`src/rtl/hazard_ctrl_if.sv`:
```
// ---------------------------------------------------------------------------
// hazard_ctrl_if
// Bundle between the pipeline datapath and the hazard/sequencing controller.
//
// Signals:
//   instr_id        ID-stage instruction word
//   memread_ex      EX-stage instruction is a load
//   rt_ex           load destination register in EX
//   branch_taken_ex branch in EX resolved taken
//   pc_we, ifid_we  PC / IF-ID write enables
//   ifid_flush      zero IF/ID on next edge
//   idex_flush      bubble into ID/EX on next edge
//   mdu_start       one-cycle MDU operand-latch strobe
//   mdu_op          00 mult, 01 multu, 10 div, 11 divu (valid with mdu_start)
//   mdu_busy        MDU sequence in flight
//   mdu_done        one-cycle HI/LO write strobe
//   stall_cnt       stall cycle counter (present only with HAZ_PERF_EN)
//
// Modports: master = pipeline side, slave = hazard_ctrl.
// Optional feature macro: HAZ_PERF_EN.
// ---------------------------------------------------------------------------
interface hazard_ctrl_if;
    logic [31:0] instr_id;
    logic        memread_ex;
    logic [4:0]  rt_ex;
    logic        branch_taken_ex;
    logic        pc_we;
    logic        ifid_we;
    logic        ifid_flush;
    logic        idex_flush;
    logic        mdu_start;
    logic [1:0]  mdu_op;
    logic        mdu_busy;
    logic        mdu_done;
`ifdef HAZ_PERF_EN
    logic [31:0] stall_cnt;
`endif

    modport master (
`ifdef HAZ_PERF_EN
        input  stall_cnt,
`endif
        output instr_id, memread_ex, rt_ex, branch_taken_ex,
        input  pc_we, ifid_we, ifid_flush, idex_flush,
        input  mdu_start, mdu_op, mdu_busy, mdu_done
    );

    modport slave (
`ifdef HAZ_PERF_EN
        output stall_cnt,
`endif
        input  instr_id, memread_ex, rt_ex, branch_taken_ex,
        output pc_we, ifid_we, ifid_flush, idex_flush,
        output mdu_start, mdu_op, mdu_busy, mdu_done
    );
endinterface

```
`src/rtl/hazard_ctrl.sv`:
```
// ---------------------------------------------------------------------------
// hazard_ctrl
// Pipeline sequencing controller for the 5-stage MIPS core. Covers the
// hazards forwarding cannot resolve: load-use stalls, taken-branch squash
// and the multiply/divide interlock. Owns the MDU busy FSM and its
// iteration counter and strobes the HI/LO unit.
//
// Ports:
//   clk  core clock
//   rst  synchronous, active-high reset
//   hz   hazard_ctrl_if.slave (ID/EX hazard inputs, enables, flushes, MDU
//        strobes; see the interface file for the signal list)
//
// Parameters:
//   MUL_CYCLES  mdu_start -> mdu_done latency for mult/multu (>=1)
//   DIV_CYCLES  mdu_start -> mdu_done latency for div/divu   (>=1)
//   CNT_W       counter width, holds max(MUL_CYCLES,DIV_CYCLES)-1
//
// Optional feature macro: HAZ_PERF_EN adds hz.stall_cnt, a saturating count
// of stalled (non-squashed) cycles.
// ---------------------------------------------------------------------------
module hazard_ctrl #(
    parameter int MUL_CYCLES = 4,
    parameter int DIV_CYCLES = 32,
    parameter int CNT_W      = 6
) (
    input  logic         clk,
    input  logic         rst,
    hazard_ctrl_if.slave hz
);

    typedef enum logic [1:0] {
        IDLE = 2'd0,
        BUSY = 2'd1,
        DONE = 2'd2
    } mdu_state_e;

    localparam logic [CNT_W-1:0] MUL_LAT_M1 = CNT_W'(MUL_CYCLES - 1);
    localparam logic [CNT_W-1:0] DIV_LAT_M1 = CNT_W'(DIV_CYCLES - 1);
    localparam logic [CNT_W-1:0] CNT_ONE    = CNT_W'(1);

    mdu_state_e       state;
    logic [CNT_W-1:0] cnt;

    // Instruction field decode
    logic [5:0] op;
    logic [5:0] fn;
    logic [4:0] rs;
    logic [4:0] rt;
    logic       is_md;
    logic       is_mf;
    logic       uses_rt;
    logic       lu;
    logic       ms;
    logic       stall;
    logic       issue;
    logic [CNT_W-1:0] lat_m1;
    logic       unused_instr_bits;

    assign op = hz.instr_id[31:26];
    assign rs = hz.instr_id[25:21];
    assign rt = hz.instr_id[20:16];
    assign fn = hz.instr_id[5:0];
    // rd and shamt never matter for hazard detection.
    assign unused_instr_bits = ^hz.instr_id[15:6];

    assign is_md   = (op == 6'b000000) && (fn[5:2] == 4'b0110);
    assign is_mf   = (op == 6'b000000) && ((fn == 6'b010000) || (fn == 6'b010010));
    // Stores read rt too, but store-data forwarding from MEM covers them.
    assign uses_rt = (op == 6'b000000) || (op == 6'b000100) || (op == 6'b000101);

    assign lu    = hz.memread_ex && (hz.rt_ex != 5'd0) &&
                   ((hz.rt_ex == rs) || (uses_rt && (hz.rt_ex == rt)));
    assign ms    = (state != IDLE) && (is_md || is_mf);
    assign stall = lu || ms;

    // A squashed instruction must never start the MDU.
    assign issue  = !rst && !hz.branch_taken_ex && (state == IDLE) && is_md && !lu;
    assign lat_m1 = fn[1] ? DIV_LAT_M1 : MUL_LAT_M1;

    // NOTE: every output gets a default before any branch so no latch is inferred.
    always_comb begin
        hz.pc_we      = 1'b1;
        hz.ifid_we    = 1'b1;
        hz.ifid_flush = 1'b0;
        hz.idex_flush = 1'b0;
        hz.mdu_start  = 1'b0;
        hz.mdu_op     = 2'b00;
        // Reset forces the idle view even before the edge that clears state,
        // which also suppresses a DONE pulse coinciding with reset.
        hz.mdu_busy   = !rst && (state != IDLE);
        hz.mdu_done   = !rst && (state == DONE);
        if (!rst) begin
            if (hz.branch_taken_ex) begin
                hz.ifid_flush = 1'b1;
                hz.idex_flush = 1'b1;
            end else begin
                if (stall) begin
                    hz.pc_we      = 1'b0;
                    hz.ifid_we    = 1'b0;
                    hz.idex_flush = 1'b1;
                end
                if (issue) begin
                    hz.mdu_start = 1'b1;
                    hz.mdu_op    = fn[1:0];
                end
            end
        end
    end

    // MDU sequencer: cnt is loaded with latency-1 so DONE lands exactly
    // latency cycles after the start cycle.
    // NOTE: sequential state uses non-blocking assignments only.
    always_ff @(posedge clk) begin
        if (rst) begin
            state <= IDLE;
            cnt   <= '0;
        end else begin
            case (state)
                IDLE: begin
                    if (issue) begin
                        cnt   <= lat_m1;
                        state <= (lat_m1 == '0) ? DONE : BUSY;
                    end
                end
                BUSY: begin
                    cnt <= cnt - CNT_ONE;
                    if (cnt == CNT_ONE) begin
                        state <= DONE;
                    end
                end
                DONE: begin
                    cnt   <= '0;
                    state <= IDLE;
                end
                default: begin
                    cnt   <= '0;
                    state <= IDLE;
                end
            endcase
        end
    end

`ifdef HAZ_PERF_EN
    // Counts only stalls that actually hold the pipe; squash cycles are excluded.
    always_ff @(posedge clk) begin
        if (rst) begin
            hz.stall_cnt <= '0;
        end else if (stall && !hz.branch_taken_ex && (hz.stall_cnt != 32'hFFFF_FFFF)) begin
            hz.stall_cnt <= hz.stall_cnt + 32'd1;
        end
    end
`endif

endmodule
```
`src/flat_wrapper.sv`:
```
// flat-port wrapper written by rule: the top's interface ports become plain ports
module hazard_ctrl_flat 
#(
    parameter int MUL_CYCLES = 4,
    parameter int DIV_CYCLES = 32,
    parameter int CNT_W      = 6
)
  (clk, rst, hz_instr_id, hz_memread_ex, hz_rt_ex, hz_branch_taken_ex, hz_pc_we, hz_ifid_we, hz_ifid_flush, hz_idex_flush, hz_mdu_start, hz_mdu_op, hz_mdu_busy, hz_mdu_done);
  hazard_ctrl_if hz_i ();
  input  logic clk;
  input  logic rst;
  input wire logic [$bits(hz_i.instr_id)-1:0] hz_instr_id;
  input wire logic [$bits(hz_i.memread_ex)-1:0] hz_memread_ex;
  input wire logic [$bits(hz_i.rt_ex)-1:0] hz_rt_ex;
  input wire logic [$bits(hz_i.branch_taken_ex)-1:0] hz_branch_taken_ex;
  output wire logic [$bits(hz_i.pc_we)-1:0] hz_pc_we;
  output wire logic [$bits(hz_i.ifid_we)-1:0] hz_ifid_we;
  output wire logic [$bits(hz_i.ifid_flush)-1:0] hz_ifid_flush;
  output wire logic [$bits(hz_i.idex_flush)-1:0] hz_idex_flush;
  output wire logic [$bits(hz_i.mdu_start)-1:0] hz_mdu_start;
  output wire logic [$bits(hz_i.mdu_op)-1:0] hz_mdu_op;
  output wire logic [$bits(hz_i.mdu_busy)-1:0] hz_mdu_busy;
  output wire logic [$bits(hz_i.mdu_done)-1:0] hz_mdu_done;
  assign hz_i.instr_id = hz_instr_id;
  assign hz_i.memread_ex = hz_memread_ex;
  assign hz_i.rt_ex = hz_rt_ex;
  assign hz_i.branch_taken_ex = hz_branch_taken_ex;
  assign hz_pc_we = hz_i.pc_we;
  assign hz_ifid_we = hz_i.ifid_we;
  assign hz_ifid_flush = hz_i.ifid_flush;
  assign hz_idex_flush = hz_i.idex_flush;
  assign hz_mdu_start = hz_i.mdu_start;
  assign hz_mdu_op = hz_i.mdu_op;
  assign hz_mdu_busy = hz_i.mdu_busy;
  assign hz_mdu_done = hz_i.mdu_done;
  hazard_ctrl #(.MUL_CYCLES(MUL_CYCLES), .DIV_CYCLES(DIV_CYCLES), .CNT_W(CNT_W)) u_core (.clk(clk), .rst(rst), .hz(hz_i));
endmodule
```
`config.mk`:
```
export PLATFORM = sky130hd
export DESIGN_NAME = hazard_ctrl_flat
export DESIGN_NICKNAME = d
export VERILOG_FILES = /design/src/rtl/hazard_ctrl_if.sv /design/src/rtl/hazard_ctrl.sv /design/src/flat_wrapper.sv
export SDC_FILE = /design/constraint.sdc
export NUM_CORES = 1
export LEC_CHECK = 0
export CAP_MARGIN = 40
export CORE_MARGIN = 10
export CORE_UTILIZATION = 34
export CTS_BUF_LIST = sky130_fd_sc_hd__clkbuf_8
export CTS_CLUSTER_SIZE = 14
export DETAILED_ROUTE_END_ITERATION = 12
export GPL_TIMING_DRIVEN = 0
export PLACE_DENSITY_LB_ADDON = 0.3
export SYNTH_ARGS = -nofsm -noshare
export SYNTH_HDL_FRONTEND = slang
export SYNTH_SLANG_ARGS = --single-unit
```
`constraint.sdc`:
```
create_clock -name clk -period 2.4 [get_ports clk]
set_input_delay 0.48 -clock clk [delete_from_list [all_inputs] [get_ports clk]]
set_output_delay 0.48 -clock clk [all_outputs]
set_load 0.005 [all_outputs]
```
==> results.sh <==
export IMPL_globalplace_congestion=0.864
export IMPL_finalCriticalPeriod_ns=2.62
export IMPL_synth_flop_cell="dfxtp_1"
export IMPL_setup_slack_ns=-0.222
export IMPL_crit_slowest_cell="or3_1"
export IMPL_async_reset_ff_share_pct=0
export IMPL_nets=205
export IMPL_synth_top_cell_by_area="dfxtp_1"
export IMPL_insertedDiodeCount=0
export IMPL_io_pins=50
export IMPL_netlist_instances=101
export IMPL_clk_latency_ns=0.23
export IMPL_yosys_warnings=0
export IMPL_cts_buffers=3
export IMPL_vias_per_cell=5.05
export IMPL_period_share_pct=109
export IMPL_r2r_end="u_core.cnt[2]"
export IMPL_critPathKind="in -> out"
export IMPL_drc=0
export IMPL_hpwl_um=2130
export IMPL_grt_start_max_net_pins=11
export IMPL_grt_pass1_vias=900
export IMPL_synth_edf_count=0
export IMPL_grt_usage_pct=11.8
export IMPL_critPathMaxStageDelay_ns=0.33
export IMPL_antenna_found_initial=0
export IMPL_arrival_ns=2.14
export IMPL_htreeDepth=1
export IMPL_ff2ff_path_depth=8
export IMPL_irDropWorstVdd_mv=0.234
export IMPL_tns_ns=-0.630
export IMPL_totalWireLength_um=3070
export IMPL_p_leak_nw=0.668
export IMPL_clock_path_buffers=2
export IMPL_start_util_pct=35.8
export IMPL_die_h_um=68.5
export IMPL_cts_sinks=8
export IMPL_slew_viol_final=0
export IMPL_routedWlPerCell_um=16.3
export IMPL_synth_area_um2=800
export IMPL_final_layout_size_suffix_gt1_share_pct=40.6
export IMPL_core_area_mm2=0.00223
export IMPL_cp_required_ns=1.92
export IMPL_root_buffer="clkbuf_8"
export IMPL_min_to="u_core.cnt[5]"
export IMPL_synthMostInstantiatedCell="nand2_1"
export IMPL_cp_top_family="simple AND/OR/NAND/NOR gates"
export IMPL_synthTopCellsByCount="nand2_1 (13), nor2_1 (9), dfxtp_1 (8)"
export IMPL_antenna_left=0
export IMPL_holdPathStages=2
export IMPL_tightest_slew_ns=0.556
export IMPL_violations="negative setup slack"
export IMPL_pwr_density_cell_mw_per_mm2=291
export IMPL_synth_cell_types=40
export IMPL_stdcell_area_mm2=0.00146
export IMPL_chipWidth_um=68.5
export IMPL_slew_limit_headroom_pct=62.7
export IMPL_drt_pass1_iterations=4
export IMPL_yosys_register_bits=8
export IMPL_cp_cell_sequence="buf_6 > nor4_4 > nand3_2 > nor4_4 > nor2_4 > o22a_1 > or3_1 > buf_4 > buf_6"
export IMPL_placed_cell_area_mm2=0.00121
export IMPL_maxCapViolCount=0
export IMPL_hold_violations=0
export IMPL_grt_pass1_wl_um=4280
export IMPL_drtIter0Drc=31
export IMPL_yosysTopAreaCellShare_pct=20.0
export IMPL_hold_path_startpoint="u_core.cnt[5]"
export IMPL_finalSetupViolCount=5
export IMPL_clk_pin_slew_ns=0.04
export IMPL_crit_buf_inv=3
export IMPL_dr_total_vias=949
export IMPL_port_buffers=38
export IMPL_grt_overflow=0
export IMPL_rows=17
export IMPL_synthTopCellsByArea="dfxtp_1 (20%), xnor2_1 (7.7%), nand2_1 (6.1%)"
export IMPL_syn_area_per_cell_um2=7.92
export IMPL_status="finished, violations left"
export IMPL_hold_class="reg -> reg"
export IMPL_dieArea_mm2=0.00469
export IMPL_dp_slack_ns=-1.01
export IMPL_rsz0062_at_grt="true"
export IMPL_tritoncts="done"
export IMPL_syn_nets=144
export IMPL_crit_path_end_kind="output port"
export IMPL_nFillCells=184
export IMPL_cp_max_fo=2
export IMPL_worst_setup_path_start_kind="input pin"
export IMPL_r2r_start="u_core.state[0]"
export IMPL_ff2ff_setup_slack_ns=0.28
export IMPL_synth_seq_area_share_pct=20.0
export IMPL_area_growth_pct=82.9
export IMPL_fin_skew_ns=0.00170
export IMPL_fmax_mhz=381
export IMPL_cp_depth=9
routing by layer:
| layer | share of wire, % | vias to the layer above | GRT usage [%] |
|---|---|---|---|
| met5 | 0 | - | 0 |
| met4 | 0.94 | 0 | 3.77 |
| met3 | 8.3 | 5 | 3.38 |
| met2 | 45 | 32 | 17.1 |
| met1 | 46 | 437 | 16.2 |
| li1 | - | 475 | - |
through the flow:
step	power (mW)	std cells	hold slack, ns	util (%)
6_report	0.425	188	0.539	65.5
5_1_grt	0.445	188	0.566	65.5
2_1_floorplan	0.173	101	0.490	-
3_3_place_gp	0.237	167	0.506	54.4
3_5_place_dp	0.239	167	0.533	54.4
4_1_cts	0.417	182	0.539	62.4
flip-flops by register name (all words and copies together) (netlist names):
signal        flops
u_core.cnt        6
u_core.state      2
how the worst max path moves through the flow:
stage / end / slack, ns / start
6_report: hz_pc_we / -0.22 / hz_instr_id[29]
3_3_place_gp: hz_pc_we / -0.98 / hz_rt_ex[1]
4_1_cts: hz_pc_we / -0.27 / hz_instr_id[30]
2_1_floorplan: hz_pc_we / 0.04 / hz_instr_id[27]
3_5_place_dp: hz_pc_we / -1.01 / hz_rt_ex[1]
5_1_grt: hz_pc_we / -0.30 / hz_instr_id[21]
worst register-to-register path, cell delays in order (launching register included):
cell and delay, ns:
dfxtp_1 0.29, clkbuf_1 0.17, nor3_1 0.52, and4b_1 0.32
o21ai_4 0.09, buf_6 0.13, buf_4 0.12, buf_4 0.13
a32o_2 0.25
power breakdown:
| part | internal [mW] | leakage, nW | switching (mW) |
|---|---|---|---|
| Sequential | 0.134 | 0.0644 | 0.0000982 |
| Combinational | 0.0690 | 0.582 | 0.0563 |
| Clock | 0.109 | 0.0216 | 0.0571 |
| Total | 0.312 | 0.668 | 0.114 |
layout by cell type (no fill, tap or decap), types with 4 or more instances in the layout:
| master | instances |
|---|---|
| buf_2 | 7 |
| buf_4 | 18 |
| buf_6 | 6 |
| clkdlybuf4s15_1 | 4 |
| clkdlybuf4s50_1 | 10 |
| dfxtp_1 | 8 |
| dlygate4sd2_1 | 8 |
| inv_1 | 6 |
| nand2_1 | 13 |
| nor2_1 | 8 |
| xnor2_2 | 5 |
| xor2_2 | 4 |
layout make-up:
cell class / count / area [um^2] / area share [%]
Timing Repair Buffer: 56 / 479 / 32.8
Clock buffer: 3 / 41.3 / 2.82
Inverter: 7 / 26.3 / 1.80
Multi-Input combinational cell: 82 / 698 / 47.7
Buffer: 4 / 22.5 / 1.54
Tap cell: 28 / 35.0 / 2.40
Sequential cell: 8 / 160 / 10.9
repair_timing:
| item | in CTS | in global routing |
|---|---|---|
| setup endpoints to repair | 6 | 6 |
| resized for setup | 72 | 25 |
| buffers inserted | 12 | 7 |
| pin swaps | 18 | 12 |
| hold buffers | 0 | 0 |
cell families (layout without fill, tap and decap cells):
family | after synthesis | after routing | share of synthesized area [%]
XOR/XNOR | 12 | 12 | 13.1
buffers and inverters | 11 | 70 | 6.10
flip-flops | 8 | 8 | 20.0
adder cells (fa/ha/maj) | 2 | 2 | 3.13
AND/OR/NAND/NOR | 48 | 48 | 35.8
AO/OA/AOI/OAI | 20 | 20 | 21.8
Power figures use the tool's default switching activity.
